--- config.mk ---
export PLATFORM = sky130hd
export DESIGN_NAME = usr_seq_flat
export DESIGN_NICKNAME = d
export VERILOG_FILES = /design/src/rtl/usr_pkg.sv /design/src/rtl/usr_seq_if.sv /design/src/rtl/usr_burst_ctrl.sv /design/src/rtl/usr_seq.sv /design/src/flat_wrapper.sv
export SDC_FILE = /design/constraint.sdc
export NUM_CORES = 1
export LEC_CHECK = 0
export CAP_MARGIN = 0
export CORE_ASPECT_RATIO = 2
export CORE_UTILIZATION = 35
export CTS_CLUSTER_SIZE = 16
export DETAILED_ROUTE_END_ITERATION = 6
export PLACE_DENSITY = 0.67
export SLEW_MARGIN = 15
export SYNTH_ARGS = -nofsm -noshare
export SYNTH_HDL_FRONTEND = slang
export SYNTH_SLANG_ARGS = --single-unit
--- constraint.sdc ---
create_clock -name CLK -period 2.1 [get_ports CLK]
set_clock_uncertainty 0.2 [all_clocks]
set_input_delay 0.42 -clock CLK [delete_from_list [all_inputs] [get_ports CLK]]
set_output_delay 0.42 -clock CLK [all_outputs]
set_load 0.01 [all_outputs]
--- src/rtl/usr_pkg.sv ---
// usr_pkg -- shared definitions for the usr_seq universal shift register.
//   SEL_*        : per-cycle mode encodings carried on the 3-bit select input
//   seq_state_e  : burst sequencer state (IDLE / SHIFT / DONE)
package usr_pkg;

   localparam logic [2:0] SEL_HOLD = 3'b000;
   localparam logic [2:0] SEL_SHR  = 3'b001;
   localparam logic [2:0] SEL_SHL  = 3'b010;
   localparam logic [2:0] SEL_LOAD = 3'b011;
   localparam logic [2:0] SEL_ROR  = 3'b100;
   localparam logic [2:0] SEL_ROL  = 3'b101;
   localparam logic [2:0] SEL_ASR  = 3'b110;
   localparam logic [2:0] SEL_RSV  = 3'b111;

   typedef enum logic [1:0] {
      IDLE  = 2'd0,
      SHIFT = 2'd1,
      DONE  = 2'd2
   } seq_state_e;

endpackage

--- src/rtl/usr_seq_if.sv ---
// usr_seq_if -- control/data bundle of the usr_seq shift register.
//   master : drives en, select, data_in, MSB_in, LSB_in, start, count, dir
//            and observes data_out, MSB_out, LSB_out, busy, done, sel_err
//   slave  : the register itself (directions reversed)
// Clock and reset are kept as plain ports on the module, not in here.
interface usr_seq_if #(
   parameter int WIDTH = 8
);
   localparam int CW = $clog2(WIDTH + 1);

   logic             en;
   logic [2:0]       select;
   logic [WIDTH-1:0] data_in;
   logic             MSB_in;
   logic             LSB_in;
   logic             start;
   logic [CW-1:0]    count;
   logic             dir;
   logic [WIDTH-1:0] data_out;
   logic             MSB_out;
   logic             LSB_out;
   logic             busy;
   logic             done;
   logic             sel_err;

   modport master (
      output en, select, data_in, MSB_in, LSB_in, start, count, dir,
      input  data_out, MSB_out, LSB_out, busy, done, sel_err
   );

   modport slave (
      input  en, select, data_in, MSB_in, LSB_in, start, count, dir,
      output data_out, MSB_out, LSB_out, busy, done, sel_err
   );
endinterface

--- src/rtl/usr_burst_ctrl.sv ---
// usr_burst_ctrl -- counted burst-shift sequencer for usr_seq.
//   CLK, clear  : clock, synchronous active-low reset
//   start       : burst request, honoured only in IDLE
//   count, dir  : shift count (clamped to WIDTH) and direction (1 = left)
//   busy, done  : SHIFT-state and DONE-state indicators
//   idle        : sequencer in IDLE, select operations may run
//   start_acc   : a start is being accepted this cycle
//   shift_en    : perform one burst shift on this edge
//   shift_left  : direction latched at start
module usr_burst_ctrl
   import usr_pkg::*;
#(
   parameter int WIDTH = 8,
   parameter int CW    = $clog2(WIDTH + 1)
) (
   input  logic          CLK,
   input  logic          clear,
   input  logic          start,
   input  logic [CW-1:0] count,
   input  logic          dir,
   output logic          busy,
   output logic          done,
   output logic          idle,
   output logic          start_acc,
   output logic          shift_en,
   output logic          shift_left
);

   seq_state_e    state_q, state_d;
   logic [CW-1:0] cnt_q, cnt_d;
   logic          dir_q, dir_d;
   logic [CW-1:0] count_clamped;

   assign count_clamped = (count > CW'(WIDTH)) ? CW'(WIDTH) : count;

   always_comb begin
      state_d   = state_q;
      cnt_d     = cnt_q;
      dir_d     = dir_q;
      start_acc = 1'b0;
      case (state_q)
         IDLE: begin
            if (start) begin
               start_acc = 1'b1;
               dir_d     = dir;
               if (count_clamped == '0) begin
                  state_d = DONE;
               end else begin
                  state_d = SHIFT;
                  cnt_d   = count_clamped;
               end
            end
         end
         SHIFT: begin
            // cnt_q counts shifts still to do, including this edge's one
            cnt_d = cnt_q - 1'b1;
            if (cnt_q == CW'(1)) begin
               state_d = DONE;
            end
         end
         DONE:    state_d = IDLE;
         default: state_d = IDLE;
      endcase
   end

   always_ff @(posedge CLK) begin
      if (!clear) begin
         state_q <= IDLE;
         cnt_q   <= '0;
         dir_q   <= 1'b0;
      end else begin
         state_q <= state_d;
         cnt_q   <= cnt_d;
         dir_q   <= dir_d;
      end
   end

   assign busy       = (state_q == SHIFT);
   assign done       = (state_q == DONE);
   assign idle       = (state_q == IDLE);
   assign shift_en   = busy;
   assign shift_left = dir_q;

endmodule

--- src/rtl/usr_seq.sv ---
// usr_seq -- universal shift register with counted burst shifts.
//   CLK   : clock, all state changes on the rising edge
//   clear : synchronous active-low reset
//   bus   : usr_seq_if.slave -- mode/select inputs, parallel and serial data,
//           burst request (start/count/dir) and the data/busy/done/sel_err outputs
// Build option: define USR_ROTATE_EN to implement select 100/101 as rotates;
// without it those encodings hold and raise sel_err like the reserved code.
module usr_seq
   import usr_pkg::*;
#(
   parameter int WIDTH = 8,
   parameter int CW    = $clog2(WIDTH + 1)
) (
   input  logic     CLK,
   input  logic     clear,
   usr_seq_if.slave bus
);

   logic [WIDTH-1:0] data_q, data_d;
   logic             sel_err_q, sel_err_d;
   logic             busy, done, idle, start_acc, shift_en, shift_left;

   usr_burst_ctrl #(
      .WIDTH (WIDTH),
      .CW    (CW)
   ) u_ctrl (
      .CLK        (CLK),
      .clear      (clear),
      .start      (bus.start),
      .count      (bus.count),
      .dir        (bus.dir),
      .busy       (busy),
      .done       (done),
      .idle       (idle),
      .start_acc  (start_acc),
      .shift_en   (shift_en),
      .shift_left (shift_left)
   );

   // Burst shifts outrank everything; an accepted start swallows the select
   // operation (and any sel_err) of the same cycle.
   always_comb begin
      data_d    = data_q;
      sel_err_d = 1'b0;
      if (shift_en) begin
         if (shift_left) data_d = {data_q[WIDTH-2:0], bus.LSB_in};
         else            data_d = {bus.MSB_in, data_q[WIDTH-1:1]};
      end else if (idle && !start_acc && bus.en) begin
         case (bus.select)
            SEL_HOLD: data_d = data_q;
            SEL_SHR:  data_d = {bus.MSB_in, data_q[WIDTH-1:1]};
            SEL_SHL:  data_d = {data_q[WIDTH-2:0], bus.LSB_in};
            SEL_LOAD: data_d = bus.data_in;
`ifdef USR_ROTATE_EN
            SEL_ROR:  data_d = {data_q[0], data_q[WIDTH-1:1]};
            SEL_ROL:  data_d = {data_q[WIDTH-2:0], data_q[WIDTH-1]};
`else
            SEL_ROR,
            SEL_ROL:  sel_err_d = 1'b1;
`endif
            SEL_ASR:  data_d = {data_q[WIDTH-1], data_q[WIDTH-1:1]};
            default:  sel_err_d = 1'b1;
         endcase
      end
   end

   always_ff @(posedge CLK) begin
      if (!clear) begin
         data_q    <= '0;
         sel_err_q <= 1'b0;
      end else begin
         data_q    <= data_d;
         sel_err_q <= sel_err_d;
      end
   end

   assign bus.data_out = data_q;
   assign bus.MSB_out  = data_q[WIDTH-1];
   assign bus.LSB_out  = data_q[0];
   assign bus.busy     = busy;
   assign bus.done     = done;
   assign bus.sel_err  = sel_err_q;

endmodule
--- src/flat_wrapper.sv ---
// flat-port wrapper written by rule: the top's interface ports become plain ports
module usr_seq_flat import usr_pkg::*;
#(
   parameter int WIDTH = 8,
   parameter int CW    = $clog2(WIDTH + 1)
)
  (CLK, clear, bus_en, bus_select, bus_data_in, bus_MSB_in, bus_LSB_in, bus_start, bus_count, bus_dir, bus_data_out, bus_MSB_out, bus_LSB_out, bus_busy, bus_done, bus_sel_err);
  usr_seq_if #(.WIDTH(WIDTH)) bus_i ();
  input  logic CLK;
  input  logic clear;
  input wire logic [$bits(bus_i.en)-1:0] bus_en;
  input wire logic [$bits(bus_i.select)-1:0] bus_select;
  input wire logic [$bits(bus_i.data_in)-1:0] bus_data_in;
  input wire logic [$bits(bus_i.MSB_in)-1:0] bus_MSB_in;
  input wire logic [$bits(bus_i.LSB_in)-1:0] bus_LSB_in;
  input wire logic [$bits(bus_i.start)-1:0] bus_start;
  input wire logic [$bits(bus_i.count)-1:0] bus_count;
  input wire logic [$bits(bus_i.dir)-1:0] bus_dir;
  output wire logic [$bits(bus_i.data_out)-1:0] bus_data_out;
  output wire logic [$bits(bus_i.MSB_out)-1:0] bus_MSB_out;
  output wire logic [$bits(bus_i.LSB_out)-1:0] bus_LSB_out;
  output wire logic [$bits(bus_i.busy)-1:0] bus_busy;
  output wire logic [$bits(bus_i.done)-1:0] bus_done;
  output wire logic [$bits(bus_i.sel_err)-1:0] bus_sel_err;
  assign bus_i.en = bus_en;
  assign bus_i.select = bus_select;
  assign bus_i.data_in = bus_data_in;
  assign bus_i.MSB_in = bus_MSB_in;
  assign bus_i.LSB_in = bus_LSB_in;
  assign bus_i.start = bus_start;
  assign bus_i.count = bus_count;
  assign bus_i.dir = bus_dir;
  assign bus_data_out = bus_i.data_out;
  assign bus_MSB_out = bus_i.MSB_out;
  assign bus_LSB_out = bus_i.LSB_out;
  assign bus_busy = bus_i.busy;
  assign bus_done = bus_i.done;
  assign bus_sel_err = bus_i.sel_err;
  usr_seq #(.WIDTH(WIDTH), .CW(CW)) u_core (.CLK(CLK), .clear(clear), .bus(bus_i));
endmodule
==> results of run 1 <==
power breakdown:
group	internal, mW	leakage [nW]	total [mW]	switching [mW]
Clock	0.167	0.0288	0.280	0.113
Sequential	0.334	0.131	0.366	0.0323
Combinational	0.176	0.455	0.332	0.156
worst max-delay path by stage:
stage	slack (ns)	startpoint	endpoint	cells past startpoint
6_report	0.08	u_core.u_ctrl.state_q[0]	bus_done	3
5_1_grt	0.002	u_core.u_ctrl.state_q[1]	bus_done	3
4_1_cts	0.06	u_core.u_ctrl.state_q[0]	bus_done	3
3_5_place_dp	-0.13	bus_count[3]	u_core.u_ctrl.cnt_q[1]	5
3_3_place_gp	-0.1	bus_count[3]	u_core.u_ctrl.cnt_q[1]	5
2_1_floorplan	0.38	bus_count[3]	u_core.u_ctrl.cnt_q[1]	4
cells in the final DEF (no fill, tap or decap), drive strengths merged, types with 3 or more instances in the layout:
| cell type | Yosys | final |
|---|---|---|
| nor2b | 4 | 4 |
| o311a | 3 | 3 |
| a21oi | 5 | 5 |
| a32o | 7 | 7 |
| nor4 | 7 | 7 |
| a31oi | 5 | 5 |
| a211oi | 7 | 7 |
| mux2i | 3 | 3 |
| dfxtp | 16 | 16 |
| nand2 | 9 | 9 |
| clkbuf | 3 | 4 |
| clkdlybuf4s50 | 0 | 34 |
| inv | 8 | 8 |
| buf | 7 | 15 |
| and3 | 3 | 3 |
| o21bai | 8 | 8 |
| nor3 | 3 | 3 |
| nor2 | 16 | 16 |
metrics by stage:
step	std cells	power, mW
after floorplan	130	0.563
after global placement	199	0.695
after detailed placement	199	0.702
after CTS	203	0.987
after global routing	203	1.03
final	203	0.978
worst min-delay path, delay by kind of cell (launching register included):
family / cells / cell delay, ns
compound gates: 1 / 0.05
flops: 1 / 0.32
simple gates: 1 / 0.06
registers in the layout (all words and copies together) (netlist names):
register and cells:
u_core.u_ctrl.shift_left 1, u_core.u_ctrl.state_q 2, u_core.bus.data_out 8, u_core.bus.sel_err 1, u_core.u_ctrl.cnt_q 4
final cells by class:
class | instances | area [um2]
well taps | 30 | 37.5
multi-input cells | 96 | 654
repair buffers | 49 | 453
inverters | 8 | 30.0
clock buffers | 4 | 55.1
flip-flops and latches | 16 | 322
fillers | 309 | 1390
per-layer routing:
| layer | share of wire [%] | GRT usage (%) | vias to the layer above |
|---|---|---|---|
| met5 | 0 | 0 | - |
| met4 | 1.9 | 10.6 | 0 |
| met3 | 4.4 | 3.31 | 4 |
| met2 | 55 | 35.6 | 39 |
| met1 | 39 | 21.3 | 553 |
| li1 | - | - | 567 |
logic make-up (layout without fill, tap and decap cells):
group | after synthesis | in the layout | synth area share (%)
AND/OR/NAND/NOR | 50 | 50 | 24.2
buffers and inverters | 18 | 61 | 9.52
AO/OA/AOI/OAI | 41 | 41 | 31.5
multiplexers | 3 | 3 | 2.79
flip-flops | 16 | 16 | 29.7
adder cells (fa/ha/maj) | 2 | 2 | 2.32
==> results_dict.tcl, run 1 <==
set metrics [dict create \
    ys_seq_area_share_pct 29.7 \
    cts_tree "built" \
    synth.largest_area_cell "dfxtp_1" \
    coreArea_mm2 0.00294 \
    vias 1163 \
    grt_max_degree 16 \
    dr.first_iter.drc_count 14 \
    cts_root_buffer "clkbuf_8" \
    rr_worst_depth 7 \
    cts_sinks 16 \
    crit_arrival_ns 1.40 \
    drt-total-wl_mm 3.04 \
    maxSlewHeadroom_pct 61.5 \
    min_path_type "reg -> reg" \
    setup_tns_ns 0 \
    hold_viol 0 \
    synthDistinctLibCells 36 \
    postCtsSetupBuffers 0 \
    hold_depth 2 \
    synth_area_mm2 0.00108 \
    start_util_pct 36.6 \
    cp_slowest_cell "clkdlybuf4s50_1" \
    hold_ws_ns 0.280 \
    overflow 0 \
    diodes 0 \
    crit_type "reg -> out" \
    drt-vias-per-instance 5.73 \
    required_ns 1.48 \
    cp_slowest_stage_delay_ns 0.53 \
    antenna_found_initial 0 \
    ys_ff_latch 16 \
    post_drt_wl_per_cell_um 15.0 \
    rsz0062_at_grt "no" \
    chipHeight_um 80.5 \
    synth_ff_type "dfxtp_1" \
    dr.pass1.iters 4 \
    power_density_mw_per_mm2 630 \
    dpl_cell_area_mm2 0.00150 \
    clock.fmax_ghz 0.495 \
    area_growth_pct 44.0 \
    nets 198 \
    synth_edf_count 0 \
    status "completed" \
    r2r-end "u_core.bus.data_out[5]" \
    preCtsSetupSlack_ns -0.126 \
    yosysWarnings 0 \
    grt_usage_pct 20.5 \
    synth_area_leaders "dfxtp_1 (30%), a32o_1 (6.5%), nor2_1 (5.6%)" \
    drc 0 \
    final_util_pct 52.7 \
    peakVddDrop_uv 412 \
    cts_buffers 3 \
    cts-htree-levels 1 \
    yosys-top-cells-count "dfxtp_1 (16), nor2_1 (16), nand2_1 (9)" \
    synth.avg_cell_area_um2 8.29 \
    p_leak_nw 0.615 \
    cts_buffer_depth 2 \
    end_kind "output port" \
    crit_path_start_kind "register" \
    stdcell_area_mm2 0.00155 \
    setup_ws_ns 0.0803 \
    gp_congestion 0.769 \
    critPathMaxFanout 6 \
    finalMaxSlewViolations 0 \
    max_cap_viol_count 0 \
    cp_top_family "buffers and inverters" \
    io_buffers 34 \
    syn_inst 130 \
    setup_viol 0 \
    io_pins 35 \
    r2r_slack_ns 0.42 \
    grt_pass1_vias 1060 \
    clk_pin_slew_ns 0.06 \
    dieArea_mm2 0.00332 \
    r2r-start "u_core.u_ctrl.state_q[1]" \
    period_needed_ns 2.02 \
    fp-row-count 28 \
    cts.repair.resized 1 \
    syn_nets 154 \
    worst_pin_slew_ns 0.575 \
    grt_pass1_wl_mm 4.60 \
    ant_nets 0 \
    hold_path_startpoint "u_core.u_ctrl.cnt_q[3]" \
    fp.dieW_um 41.2 \
    finalCritPeriodShare_pct 96.2 \
    hpwl_mm 2.34 \
    path_cells "buf_4, nor2_1, clkdlybuf4s50_1" \
    layout-drive-gt1-share_pct 16.2 \
    synth_top_area_share_pct 29.7 \
    holdPathEnd "u_core.u_ctrl.cnt_q[3]" \
    async_flop_share_pct 0 \
    cts_hold_buf 0 \
    clock_insertion_delay_worst_skew_ns 0.25 \
    worst-path-buf-inv 2 \
]
Note: power is estimated with default switching activity, not from simulation.
==> run 2, diff against run 1 <==
Settings changed: TNS_END_PERCENT from default to 50.
==> results of run 2 <==
No change in the layout: final DEF, timing and power equal those of run 1.
==> run 3, diff against run 2 <==
Settings changed: CORE_ASPECT_RATIO 2 to default, CORE_UTILIZATION 35 to 45, PLACE_DENSITY 0.67 to 0.81.
==> run 3 against run 2 <==
  * Count of clock-buffer cells in the layout down 1
  * Combinational power barely moved
  * Fmax shrank 1.3%
  * Power is 12% lower
  * Register-to-register slack got worse by 0.04 ns
  * Non-clock buffer count fell by 2
  * Routed wire length down 1.6%
  * First-iteration DRC count increased to 3.6 times the previous value
  * Utilization rose by 15 points
  * Die area decreased by 22%
  * Sequential share of layout area increased by 0.85 points
  * Critical path type unchanged
==> results_dict.tcl, run 3 (synthesis results as in run 1) <==
set metrics [dict create \
    status "completed" \
    end_kind "output port" \
    cts_buffer_depth 2 \
    cts_tree "built" \
    largest_reg_flops 8 \
    antenna_found_initial 0 \
    nets 196 \
    post_drt_wl_per_cell_um 15.1 \
    overflow 0 \
    critPathMaxFanout 7 \
    hold_ws_ns 0.281 \
    finalMaxSlewViolations 0 \
    rsz0062_at_grt "no" \
    io_pins 35 \
    preCtsSetupSlack_ns -0.147 \
    start_util_pct 48.2 \
    dieArea_mm2 0.00259 \
    power_density_mw_per_mm2 572 \
    cts_buffers 3 \
    grt_max_degree 16 \
    worst_pin_slew_ns 0.537 \
    fp-row-count 17 \
    setup_tns_ns 0 \
    cts-htree-levels 1 \
    p_leak_nw 0.607 \
    hold_depth 2 \
    dr.first_iter.drc_count 51 \
    min_path_type "reg -> reg" \
    hold_path_startpoint "u_core.u_ctrl.cnt_q[3]" \
    layout_common_cells "clkdlybuf4s50_1 (33), nor2_1 (16), dfxtp_1 (14)" \
    postCtsSetupBuffers 0 \
    grt_pass1_wl_mm 4.87 \
    cts_hold_buf 0 \
    finalCritPeriodShare_pct 97.4 \
    clock_insertion_delay_worst_skew_ns 0.29 \
    stdcell_area_mm2 0.00151 \
    period_needed_ns 2.05 \
    max_cap_viol_count 0 \
    r2r-end "u_core.bus.data_out[1]" \
    r2r_slack_ns 0.38 \
    coreArea_mm2 0.00223 \
    chipHeight_um 50.9 \
    ant_nets 0 \
    num-fill-cells 182 \
    setup_ws_ns 0.0536 \
    hpwl_mm 2.18 \
    drt-vias-per-instance 5.94 \
    area_growth_pct 40.0 \
    setup_viol 0 \
    dr.pass1.iters 4 \
    layout-drive-gt1-share_pct 15.3 \
    r2r-start "u_core.u_ctrl.state_q[1]" \
    drc 0 \
    mostFrequentLayoutCell "clkdlybuf4s50_1" \
    clock.fmax_ghz 0.489 \
    crit_arrival_ns 1.43 \
    maxSlewHeadroom_pct 64.2 \
    drt-total-wl_mm 2.99 \
    gp_congestion 0.764 \
    final_util_pct 67.5 \
    holdPathEnd "u_core.u_ctrl.cnt_q[3]" \
    crit_type "reg -> out" \
    grt_pass1_vias 1116 \
    vias 1177 \
    grt_usage_pct 24.5 \
    hold_viol 0 \
    crit_path_start_kind "register" \
    peakVddDrop_uv 435 \
    rr_worst_depth 7 \
    io_buffers 34 \
    diodes 0 \
    cts_sinks 16 \
    cts_root_buffer "clkbuf_4" \
    required_ns 1.48 \
    clk_pin_slew_ns 0.09 \
    fp.dieW_um 50.9 \
    dpl_cell_area_mm2 0.00148 \
]
## run 3: changes by cell type in the layout (fill, tap and decap cells not counted)
cell / previous run / this run
dfxtp_1: 15 / 14
buf_4: 15 / 13
clkbuf_8: 4 / 0
dlymetal6s2s_1: 0 / 1
dfxtp_4: 0 / 1
clkbuf_4: 0 / 3
clkdlybuf4s50_1: 34 / 33
## run 3: worst max path at each step
stage,start,endpoint,slack [ns],cells past startpoint
detailed placement,bus_count[3],u_core.u_ctrl.cnt_q[1],-0.15,5
finish,u_core.u_ctrl.state_q[1],bus_busy,0.05,3
global route,u_core.u_ctrl.state_q[1],bus_busy,0.01,3
floorplan,bus_count[3],u_core.u_ctrl.cnt_q[1],0.38,4
global placement,bus_count[3],u_core.u_ctrl.cnt_q[1],-0.08,5
CTS,u_core.u_ctrl.state_q[1],bus_done,0.04,3
## run 3: repair_timing
item                                    CTS  global route
resized for setup                         2             2
gates cloned                              0             0
endpoints found under the setup margin    2             2
## run 3: power by group
group / switching (mW) / total, mW / internal (mW)
clock: 0.0967 / 0.163 / 0.0668
combinational: 0.157 / 0.330 / 0.173
sequential: 0.0343 / 0.368 / 0.334
total: 0.288 / 0.862 / 0.574
## run 3: final cells by class
cell class	count	area [um2]	area share [%]
repair buffers	47	440	29.2
multi-input cells	96	654	43.4
well taps	28	35.0	2.32
inverters	8	30.0	1.99
clock buffers	3	22.5	1.49
flip-flops and latches	16	325	21.6
## run 3: worst max-delay path: stages, from the launching register on
cell and delay, ns:
dfxtp_2 0.36, nand2b_2 0.20, inv_2 0.06, clkdlybuf4s50_1 0.52
## run 3: stage by stage
stage,power (mW),std cells
2_1_floorplan,0.563,130
3_3_place_gp,0.685,195
3_5_place_dp,0.696,195
4_1_cts,0.862,198
5_1_grt,0.910,198
6_report,0.862,198
## run 3: per-layer routing
layer | up-vias | part of all wire [%] | GRT usage (%)
met1 | 543 | 42 | 30.2
met4 | 0 | 0.30 | 7.41
met3 | 2 | 9.7 | 3.27
met2 | 69 | 48 | 43.6
met5 | - | 0 | 0
li1 | 563 | - | -
